--- config.mk ---
export PLATFORM = sky130hd
export DESIGN_NAME = ped_request_ctrl
export DESIGN_NICKNAME = d
export VERILOG_FILES = /design/src/rtl/ped_request_ctrl.sv
export SDC_FILE = /design/constraint.sdc
export NUM_CORES = 1
export LEC_CHECK = 0
export CAP_MARGIN = 10
export CORE_ASPECT_RATIO = 0.5
export CORE_MARGIN = 3
export CORE_UTILIZATION = 54
export CTS_BUF_LIST = sky130_fd_sc_hd__clkbuf_2
export CTS_CLUSTER_DIAMETER = 80
export DETAILED_ROUTE_END_ITERATION = 8
export GPL_ROUTABILITY_DRIVEN = 1
export PLACE_DENSITY = 0.74
export SYNTH_ARGS = -nofsm -noshare
export SYNTH_HDL_FRONTEND = slang
export SYNTH_SLANG_ARGS = --single-unit
--- constraint.sdc ---
create_clock -name clk -period 1.6 [get_ports clk]
set_input_delay 0.48 -clock clk [delete_from_list [all_inputs] [get_ports clk]]
set_output_delay 0.48 -clock clk [all_outputs]
set_load 0.01 [all_outputs]
--- src/rtl/ped_request_ctrl.sv ---
// ped_request_ctrl: pedestrian push-button front end for a traffic-light
// controller. Synchronizes and debounces the button, produces a tick
// timebase, and tracks a pending pedestrian request until the next RED
// entry serves it.
// Optional feature macro: PED_WAIT_LED_EN adds a wait_led output that
// blinks (toggles per tick) while a request is pending.
module ped_request_ctrl #(
  parameter int unsigned DIV     = 10,
  parameter int unsigned DEB_CYC = 4
) (
  input  logic       clk,
  input  logic       rst,
  input  logic       ena,
  input  logic       btn_raw,
  input  logic [2:0] light_state,
  output logic       tick,
  output logic       btn_press,
  output logic       ped_req,
`ifdef PED_WAIT_LED_EN
  output logic       wait_led,
`endif
  output logic [3:0] ped_count
);

  localparam logic [15:0] DIV_LAST = 16'(DIV - 1);
  localparam logic [7:0]  DEB_LAST = 8'(DEB_CYC - 1);
  localparam logic [2:0]  LIGHT_RED = 3'd1;

  typedef enum logic [1:0] {
    ST_WAIT    = 2'd0,
    ST_PENDING = 2'd1,
    ST_SERVED  = 2'd2
  } state_t;

  logic [15:0] div_q;
  logic        sync1_q;
  logic        sync2_q;
  logic        deb_q;
  logic [7:0]  stab_q;
  logic        btn_press_q;
  logic [2:0]  light_prev_q;
  state_t      state_q, state_d;
  logic [3:0]  count_q, count_d;
  logic        red_entry;
  logic [3:0]  count_inc;

  // Prescaler: free-running 0..DIV-1 counter, frozen while disabled.
  always_ff @(posedge clk) begin
    if (rst) begin
      div_q <= '0;
    end else if (ena) begin
      if (div_q == DIV_LAST) div_q <= '0;
      else                   div_q <= div_q + 16'd1;
    end
  end

  assign tick = ena && (div_q == DIV_LAST);

  // Two-flop synchronizer for the asynchronous button input.
  always_ff @(posedge clk) begin
    if (rst) begin
      sync1_q <= 1'b0;
      sync2_q <= 1'b0;
    end else if (ena) begin
      sync1_q <= btn_raw;
      sync2_q <= sync1_q;
    end
  end

  // Debouncer: flip deb once sync has disagreed for DEB_CYC straight cycles;
  // the press pulse is registered alongside the rising flip of deb.
  always_ff @(posedge clk) begin
    if (rst) begin
      deb_q       <= 1'b0;
      stab_q      <= '0;
      btn_press_q <= 1'b0;
    end else if (ena) begin
      btn_press_q <= 1'b0;
      if (sync2_q != deb_q) begin
        if (stab_q == DEB_LAST) begin
          deb_q       <= ~deb_q;
          stab_q      <= '0;
          btn_press_q <= ~deb_q;
        end else begin
          stab_q <= stab_q + 8'd1;
        end
      end else begin
        stab_q <= '0;
      end
    end
  end

  // A pulse captured just before ena dropped is held, so masking keeps the
  // output quiet while frozen and lets it show (and be consumed) on resume.
  assign btn_press = btn_press_q && ena;

  assign red_entry = (light_state == LIGHT_RED) && (light_prev_q != LIGHT_RED);
  assign count_inc = (count_q == 4'd15) ? count_q : count_q + 4'd1;

  // Request FSM state, press counter and previous light state registers.
  always_ff @(posedge clk) begin
    if (rst) begin
      state_q      <= ST_WAIT;
      count_q      <= '0;
      light_prev_q <= '0;
    end else if (ena) begin
      state_q      <= state_d;
      count_q      <= count_d;
      light_prev_q <= light_state;
    end
  end

  // Next-state and counter logic; RED entry beats a coincident press.
  always_comb begin
    state_d = state_q;
    count_d = count_q;
    case (state_q)
      ST_WAIT: begin
        if (btn_press_q) begin
          state_d = ST_PENDING;
          count_d = count_inc;
        end
      end
      ST_PENDING: begin
        if (red_entry) begin
          state_d = ST_SERVED;
          count_d = '0;
        end else if (btn_press_q) begin
          count_d = count_inc;
        end
      end
      ST_SERVED: begin
        if (light_state != LIGHT_RED) state_d = ST_WAIT;
      end
      default: begin
        state_d = ST_WAIT;
      end
    endcase
  end

  assign ped_req   = (state_q == ST_PENDING);
  assign ped_count = count_q;

`ifdef PED_WAIT_LED_EN
  logic led_q;

  // Wait LED: set on PENDING entry, toggled per tick while PENDING, else 0.
  always_ff @(posedge clk) begin
    if (rst) begin
      led_q <= 1'b0;
    end else if (ena) begin
      if (state_d != ST_PENDING)      led_q <= 1'b0;
      else if (state_q != ST_PENDING) led_q <= 1'b1;
      else if (tick)                  led_q <= ~led_q;
    end
  end

  assign wait_led = led_q;
`endif

endmodule

Word-level counts from Yosys, hierarchy flattened
Index checks and enable logic that the tools add are counted.
{ "word_totals": {"regBits": 37, "inputBits": 7, "wordCells": 46} }
{ "classes": {"add_sub_neg": 3, "n_eq_ne": 12, "n_mux": 13, "bitwise_logic": 1, "reduce_logical": 8} }
{ "ops": {"columns": ["op", "n"], "rows": [
  ["16-bit by 1-bit adder with 16-bit output (second input constant)", 1],
  ["16-bit by 4-bit == test with 1-bit output (second input constant)", 1],
  ["16-bit 2-to-1 mux", 1],
  ["8-bit 2-to-1 mux", 2],
  ["4-bit 2-to-1 mux", 3],
  ["8-bit by 1-bit adder with 8-bit output (second input constant)", 1],
  ["8-bit by 2-bit == test with 1-bit output (second input constant)", 1],
  ["4-bit case mux with 2 select lines", 1],
  ["2-bit 2-to-1 mux", 3],
  ["3-bit by 1-bit inequality test with 1-bit output (second input constant)", 2],
  ["2-bit case mux with 3 select lines", 1],
  ["4-bit by 1-bit adder with 4-bit output (second input constant)", 1],
  ["4-bit == test (second input constant)", 1],
  ["2-bit inequality test (second input constant)", 2],
  ["4-bit AND reduction", 1],
  ["3-bit by 1-bit == test with 1-bit output (second input constant)", 1],
  ["1-bit logical AND", 3],
  ["3-bit AND reduction", 1],
  ["2-bit by 1-bit == test with 1-bit output (second input constant)", 1],
  ["2-bit == test (second input constant)", 1],
  ["2-bit zero test", 1],
  ["1-bit 2-to-1 mux", 2],
  ["2-bit by 1-bit inequality test with 1-bit output (second input constant)", 1],
  ["2-bit AND reduction", 1],
  ["3 further kinds", 3]
]} }

Logic depth before layout (Yosys ltp)
Gate-level depths: netlist of the first run.
{ "logic_depth": {"ltp_word": 5, "mapped_depth": 8} }

Worst setup path after synthesis of the first run
Ideal clock, no wire load.
{ "synth_path": {"kind": "input port to flip-flop", "from": "in ena", "to": "reg div_q[11]", "setup_ns": 0.064, "t_arrival_ns": 1.491, "required_ns": 1.536, "slack_ns": 0.045, "stages": 7, "n_path_buf": 3, "cell_sequence": "buf_6 -> nor4b_1 -> and4_1 -> or2_1 -> buf_6 -> buf_6 -> nor2_1"} }
{ "synth_lines": {"columns": ["item", "line_no", "rtl"], "rows": [
  ["from (decl)", "13", "input logic ena,"],
  ["to (signal assigned)", "53", "else div_q <= div_q + 16'd1;"],
  ["to (decl)", "35", "logic [15:0] div_q;"]
]} }

Worst setup path in the final report of the first run
{ "layout_path": {"from": "reg div_q[1]", "to": "out tick"} }
{ "layout_between": {"elab_chain_len": 2} }
{ "layout_lines": {"columns": ["item", "line_no", "rtl"], "rows": [
  ["16-bit by 4-bit == test with 1-bit output", "57", "assign tick = ena && (div_q == DIV_LAST);"],
  ["1-bit logical AND", "57", null],
  ["to (decl)", "16", "output logic tick,"]
]} }
Every way passes these cells.

==> results.md, run 1 <==
* Status: finished, violations left
* Failing checks: setup timing
* Synth top area cells: dfxtp_1 42%, xnor2_1 6.9%, nor2_1 6.8%, nand4_1 3.5%, mux2i_1 3.4%
* I/O pins at 14
* Finished Cell Area at 2354 um^2
* Setup WS post-layout at -0.3876 ns
* RSZ-0062 raised after global routing: true
* Die Width at 87.09 um
* Grt ovf at 0
* Syn_area_per_cell at approximately 9.0 um^2
* Fin crit period at a little under 2 ns
* Yosys top cell by area: dfxtp_1
* Clk slew on worst S/H paths at 0.21 ns
* Static Leak at 0.9475 nW
* Number of port buffers at 13
* Share of post-route cells with drive strength above 1 at 0.3211
* Vias in the first global route at 1527
* Drt initial violations at 64
* Routed Wire Length at between 4000 and 5000 um
* Final ANT Viol Nets at 0
* Row count at 14
* Routability congestion estimate at roughly 0.83
* Final setup fails at 2
* Int Pwr at 1.267 mW
* DP HPWL at 2854 um
* Most frequent cells after synthesis: 37 x dfxtp_1, 32 x nor2_1, 14 x xnor2_1
* Starting Density at 0.5792
* Clock sink total at 37
* Most common cell in the synthesized netlist: dfxtp_1
* DRT Pass-1 Iters at 4
* TritonCTS clock tree: done
* PD cells at 701.6 nW/um^2
* Crit Path Max Fanout at 2
* Final Max Slew Viols at 0
* Clock network power share at 0.342
* Clk Latency, worst-skew pair at a little under 0.4 ns
* CTS hold repair buffers at 0
* Max H-tree Level at 2
* Hold Path Depth at 2
* Number of synthesized flops with an enable pin at 0
* # nets final at 256
* Comb power frac at 0.085
* WL/cell at between 10 and 15 um
* Seq/Total Area, Yosys at 0.4172
* Net Switching at 384.3 uW
* VDD IR-drop max at 0.0006222 V
* Antenna Cells at 0
* CP Launch Type: flip-flop
* CTS buffer count at 5
* Net Count, Synth at around 210
* Post-DP Area at 2156 um^2
* Relative slew slack at 0.7802
* Netlist Area Pre-Place at 1775 um^2
* Largest net degree at the start of global routing at 24
* Final Hold Fails at 0
* All-Layer GR Usage at 0.2144
* Hold Crit Class: reg -> reg
* Syn-to-layout area delta at 32.56%
* Fmax at just over 500 MHz
* Clock root buffer: clkbuf_2
* Sequential share of power at 0.573
* Crit share post-route at 1.242
* Synth Warn # at 0
* Max-cap viol count at 0
* Setup TNS Final at -0.3915 ns
* DRC viols at 0
* Top_reg_cell synth: dfxtp_1
* Fill count at 207
* Via Count at 1603
* Crit end category: output port
* Clock Skews at 0.03353 ns
* Final hold slack at 0.5368 ns
* Share of the synthesized area in the top cell type at 0.4172
* Worst reg-to-reg path cell count at 5
* DIE AREA at 4054 um^2
* Area of the core at about 3100 um^2
* Arrival @ worst endpoint at 1.51 ns
* Critical path class: reg -> out
* Switching part of the total power at 0.2327
* Seq cells post-synth at 37
* Via density at approximately 5.6
* Initial antenna violation count at 0
* Slew @ Worst Pin at 0.3289 ns
* Req. time, crit path at 1.12 ns
* Clock buffer depth at 2
* Cells after Synth at 197
* Global-route wire length before repair at 6699 um
* Die Height at ~47 um
* Synth unique cells at 40
* Post-synth ARST share at 0
[per-stage QoR]
stage | std cells | worst slack, ns | util | power (mW)
after detailed placement | 276 | -0.8895 | 0.7033 | 1.086
after global routing | 286 | -0.5352 | 0.7678 | 1.731
after global placement | 276 | -0.9084 | 0.7033 | 1.082
after CTS | 286 | -0.4235 | 0.7506 | 1.666
after floorplan | 197 | 0.04502 | - | 1.036
final | 286 | -0.3876 | 0.7678 | 1.651
[power groups by stage]
| stage | sequential (mW) | combinational (mW) | clock, mW |
|---|---|---|---|
| finish | 0.946 | 0.141 | 0.564 |
| global route | 0.949 | 0.156 | 0.626 |
| global placement | 0.961 | 0.121 | 0 |
| CTS | 0.947 | 0.133 | 0.586 |
| floorplan | 0.965 | 0.0706 | 0 |
| detailed placement | 0.962 | 0.124 | 0 |
[repair_timing]
item | 4_1_cts | 5_1_grt
pin swaps | 4 | 5
setup endpoints to repair | 22 | 11
gates resized for setup | 40 | 12
setup buffers | 3 | 1
[cells in the final DEF, fill, tap and decap left out, types with 2 or more instances in the layout]
cell	count
inv_1	3
nor4_1	2
buf_6	3
nor4b_1	2
xnor2_1	14
nand2_1	9
nor2b_1	2
nor3_2	3
o22ai_1	2
dfxtp_1	27
o21ai_0	2
mux2i_1	6
clkdlybuf4s50_1	5
buf_2	3
nor4b_2	2
xor2_1	6
and4_1	2
nor3b_1	4
a22o_1	2
and3_1	3
nor3_1	7
nand3_1	7
a31oi_1	2
clkbuf_2	5
nor4_2	3
a31o_2	2
a21oi_1	3
dfxtp_2	10
ha_4	3
dlygate4sd2_1	4
nand4_1	10
buf_4	33
o211a_1	2
nor2_1	31
[state kept, by name, indices dropped and copies added (netlist names)]
name and flops:
deb_q 1, state_q 2, stab_q 8, sync1_q 1, btn_press_q 1, sync2_q 1, ped_count 4, light_prev_q 3
div_q 16
[critical path, stage by stage, from the launching register on]
cell and delay, ns:
dfxtp_2 0.37, inv_2 0.06, ha_4 0.11, nor4bb_4 0.20, and4_1 0.24, buf_2 0.14
[routing by layer]
metal / track usage / wire [um]
met4: 0.06728 / 6
met3: 0.06250 / 172
met1: 0.2545 / 1771
met2: 0.3831 / 2121
met5: 0 / 0
[worst paths after layout]
check | start | end | slack (ns)
hold reg to reg | sync1_q | sync1_q | 0.54
setup / recovery | div_q[1] | tick | -0.39
hold / removal | sync1_q | sync1_q | 0.54
setup reg to reg | stab_q[1] | stab_q[3] | 0.05
[final cells by class]
class / instances / area [um^2] / area share
Timing Repair Buffer: 49 / 392.9 / 0.1669
Multi-Input combinational cell: 148 / 1076 / 0.4572
Inverter: 4 / 15.01 / 0.006380
Sequential cell: 37 / 753.2 / 0.3200
Tap cell: 40 / 50.05 / 0.02127
Clock buffer: 5 / 25.02 / 0.01063
Clock inverter: 3 / 41.29 / 0.01754
[kinds of logic (layout without fill, tap and decap cells)]
logic type / count (synthesis) / count (layout) / synth area share
xor+xnor: 20 / 20 / 0.09866
simple gates: 94 / 94 / 0.2791
mux: 7 / 7 / 0.04017
compound gates: 23 / 23 / 0.09726
flops: 37 / 37 / 0.4172
fa+ha+maj: 4 / 4 / 0.02819
buf+inv: 12 / 61 / 0.03946
(Power assumes the default switching activity.)
==> inputs of run 2 (changes only) <==
--- a/config.mk
+++ b/config.mk
@@ -10,7 +10,6 @@
 export CORE_MARGIN = 3
 export CORE_UTILIZATION = 54
 export CTS_BUF_LIST = sky130_fd_sc_hd__clkbuf_2
-export CTS_CLUSTER_DIAMETER = 80
 export DETAILED_ROUTE_END_ITERATION = 8
 export GPL_ROUTABILITY_DRIVEN = 1
 export PLACE_DENSITY = 0.74
==> results of run 2 <==
Final layout, timing and power as in run 1 (identical DEF).
==> inputs of run 3 (changes only) <==
--- a/config.mk
+++ b/config.mk
@@ -13,6 +13,7 @@
 export DETAILED_ROUTE_END_ITERATION = 8
 export GPL_ROUTABILITY_DRIVEN = 1
 export PLACE_DENSITY = 0.74
+export RECOVER_POWER = 100
 export SYNTH_ARGS = -nofsm -noshare
 export SYNTH_HDL_FRONTEND = slang
 export SYNTH_SLANG_ARGS = --single-unit
==> run 3 against run 2 <==
  * The run still ends with setup timing left
  * Final cell count is the same
  * Setup slack lost 0.012 ns
  * Critical path depth is the same
  * Largest cell class unchanged
  * Highest routed layer unchanged
  * Largest power group unchanged
  * Combinational power shrank 3%
==> results.md, run 3 (same netlist as run 1, synthesis figures left out) <==
* Status: finished, violations left
* Failing checks: setup timing
* Critical Path Sink: tick
* I/O pins at 14
* Antenna Cells at 0
* DIE AREA at around 4000 um^2
* Die Height at 46.55 um
* Largest register FFs at 16
* Row count at 14
* Global-route wire length before repair at 6699 um
* Starting Density at 0.5792
* Arrival @ worst endpoint at about 1.5 ns
* DP HPWL at roughly 2900 um
* Final Hold Fails at 0
* Final Core Density at 0.7629
* Clock buffer depth at 2
* PD cells at 704.8 nW/um^2
* Share of post-route cells with drive strength above 1 at 0.3130
* All-Layer GR Usage at 0.2144
* Largest net degree at the start of global routing at 24
* Clock network power share at 0.343
* Final hold slack at 0.5381 ns
* Via density at 5.584
* Crit end category: output port
* Relative slew slack at 0.6619
* Sequential share of power at 0.574
* Net Switching at 385.0 uW
* Via Count at 1597
* Crit path largest cell delay at between 0.3 and 0.4 ns
* Routed Wire Length at 4070 um
* Area of the core at 3065 um^2
* Syn-to-layout area delta at 31.71%
* Setup WS post-layout at -0.3994 ns
* Clk Latency, worst-skew pair at 0.39 ns
* Worst reg-to-reg path cell count at 5
* Number of port buffers at 13
* Critical path cell sequence: inv_2, ha_4, nor4bb_4, and4_1, buf_2
* WL/cell at 14.23 um
* Max H-tree Level at 2
* Seq. cell area at around 750 um^2
* Comb power frac at 0.083
* Fmax at roughly 500 MHz
* DRT Pass-1 Iters at 4
* DRC viols at 0
* Vias in the first global route at 1527
* CTS buffer count at 5
* Inst Count DP at ~280
* RR Endpoint: stab_q[3]
* Clock root buffer: clkbuf_2
* Req. time, crit path at 1.12 ns
* Final ANT Viol Nets at 0
* Max-cap viol count at 0
* Final Max Slew Viols at 0
* Final setup fails at 10
* Most common cell after layout, fill and taps aside: buf_4
* Die Width at 87.09 um
* Hold Crit Class: reg -> reg
* Post-Layout Cell Count at 286
* Crit Path Max Fanout at 2
* Routability congestion estimate at 0.8324
* Switching part of the total power at 0.2336
* Reg2reg start: stab_q[1]
* # nets final at 256
* Initial antenna violation count at 0
* Clock sink total at 37
* R2R Setup Slk at ~0.05 ns
* Static Leak at 0.9395 nW
* CTS hold repair buffers at 0
* Fin crit period at 1.999 ns
* Slew @ Worst Pin at 0.5071 ns
* VDD IR-drop max at 0.0006213 V
* Pre-CTS WS at -0.8895 ns
* Area occupied by multi-input gates at 1076 um^2
* CP max-delay cell: dfxtp_2
* Clock Skews at 0.03263 ns
* TritonCTS clock tree: done
* Grt ovf at 0
* Drt initial violations at 60
* Largest Register: div_q
* RSZ-0062 raised after global routing: true
* Crit share post-route at 1.250
* Clk slew on worst S/H paths at 0.21 ns
* CP Launch Type: flip-flop
* Fill count at 212
* Critical path class: reg -> out
* Critical Path Source: div_q[1]
* Int Pwr at around 1.3 mW
* Most frequent cells in the layout: 32 x buf_4, 31 x nor2_1, 27 x dfxtp_1
## run 3: cell count changes in the layout (fill, tap and decap cells not counted), sizes merged
cell           change
buf                -3
clkbuf             +3
clkdlybuf4s15      -1
clkdlybuf4s25      +1
## run 3: how the worst min path moves through the flow
stage,startpoint,endpoint,slack [ns],depth (start not counted)
3_3_place_gp,stab_q[1],stab_q[1],0.47,2
2_1_floorplan,stab_q[1],stab_q[1],0.46,2
6_report,light_prev_q[1],light_prev_q[1],0.54,2
3_5_place_dp,stab_q[1],stab_q[1],0.49,2
5_1_grt,sync1_q,sync2_q,0.57,2
4_1_cts,sync1_q,sync2_q,0.53,2
## run 3: area by class of cell
| type | instances | share of cell area |
|---|---|---|
| inverter | 4 | 0.006421 |
| sequential | 37 | 0.3221 |
| multi-input combinational | 148 | 0.4601 |
| clock buffer | 5 | 0.01070 |
| timing repair buffer | 49 | 0.1616 |
| clock inverter | 3 | 0.01766 |
| tap | 40 | 0.02140 |
## run 3: per-stage QoR
step	power, mW	setup TNS [ns]	cell area [um^2]
4_1_cts	1.666	-0.4235	2301
6_report	1.648	-1.940	2338
5_1_grt	1.727	-2.692	2338
3_3_place_gp	1.082	-15.02	2156
2_1_floorplan	1.036	0	1775
3_5_place_dp	1.086	-16.06	2156
## run 3: worst max-delay path, delay by kind of cell (launching register included)
kind | cells | cell delay [ns]
AND/OR/NAND/NOR | 2 | 0.44
flip-flops | 1 | 0.38
buffers and inverters | 2 | 0.20
adder cells (fa/ha/maj) | 1 | 0.11
## run 3: layer usage
metal / track usage / up-vias / wire, um
li1: - / 805 / -
met1: 0.2545 / 756 / 1794
met2: 0.3831 / 32 / 2095
met3: 0.06250 / 4 / 157
met4: 0.06728 / 0 / 23
met5: 0 / - / 0
## run 3: power groups by stage
stage	Combinational [mW]	Sequential, mW	Clock, mW
floorplan	0.0706	0.965	0
global placement	0.121	0.961	0
detailed placement	0.124	0.962	0
CTS	0.133	0.947	0.586
global route	0.152	0.949	0.626
finish	0.137	0.946	0.565
## run 3: repair_timing
| item | in CTS | in global routing |
|---|---|---|
| buffers inserted | 3 | 1 |
| gates resized for setup | 40 | 12 |
| pin swaps | 4 | 5 |
| setup endpoints to repair | 22 | 11 |
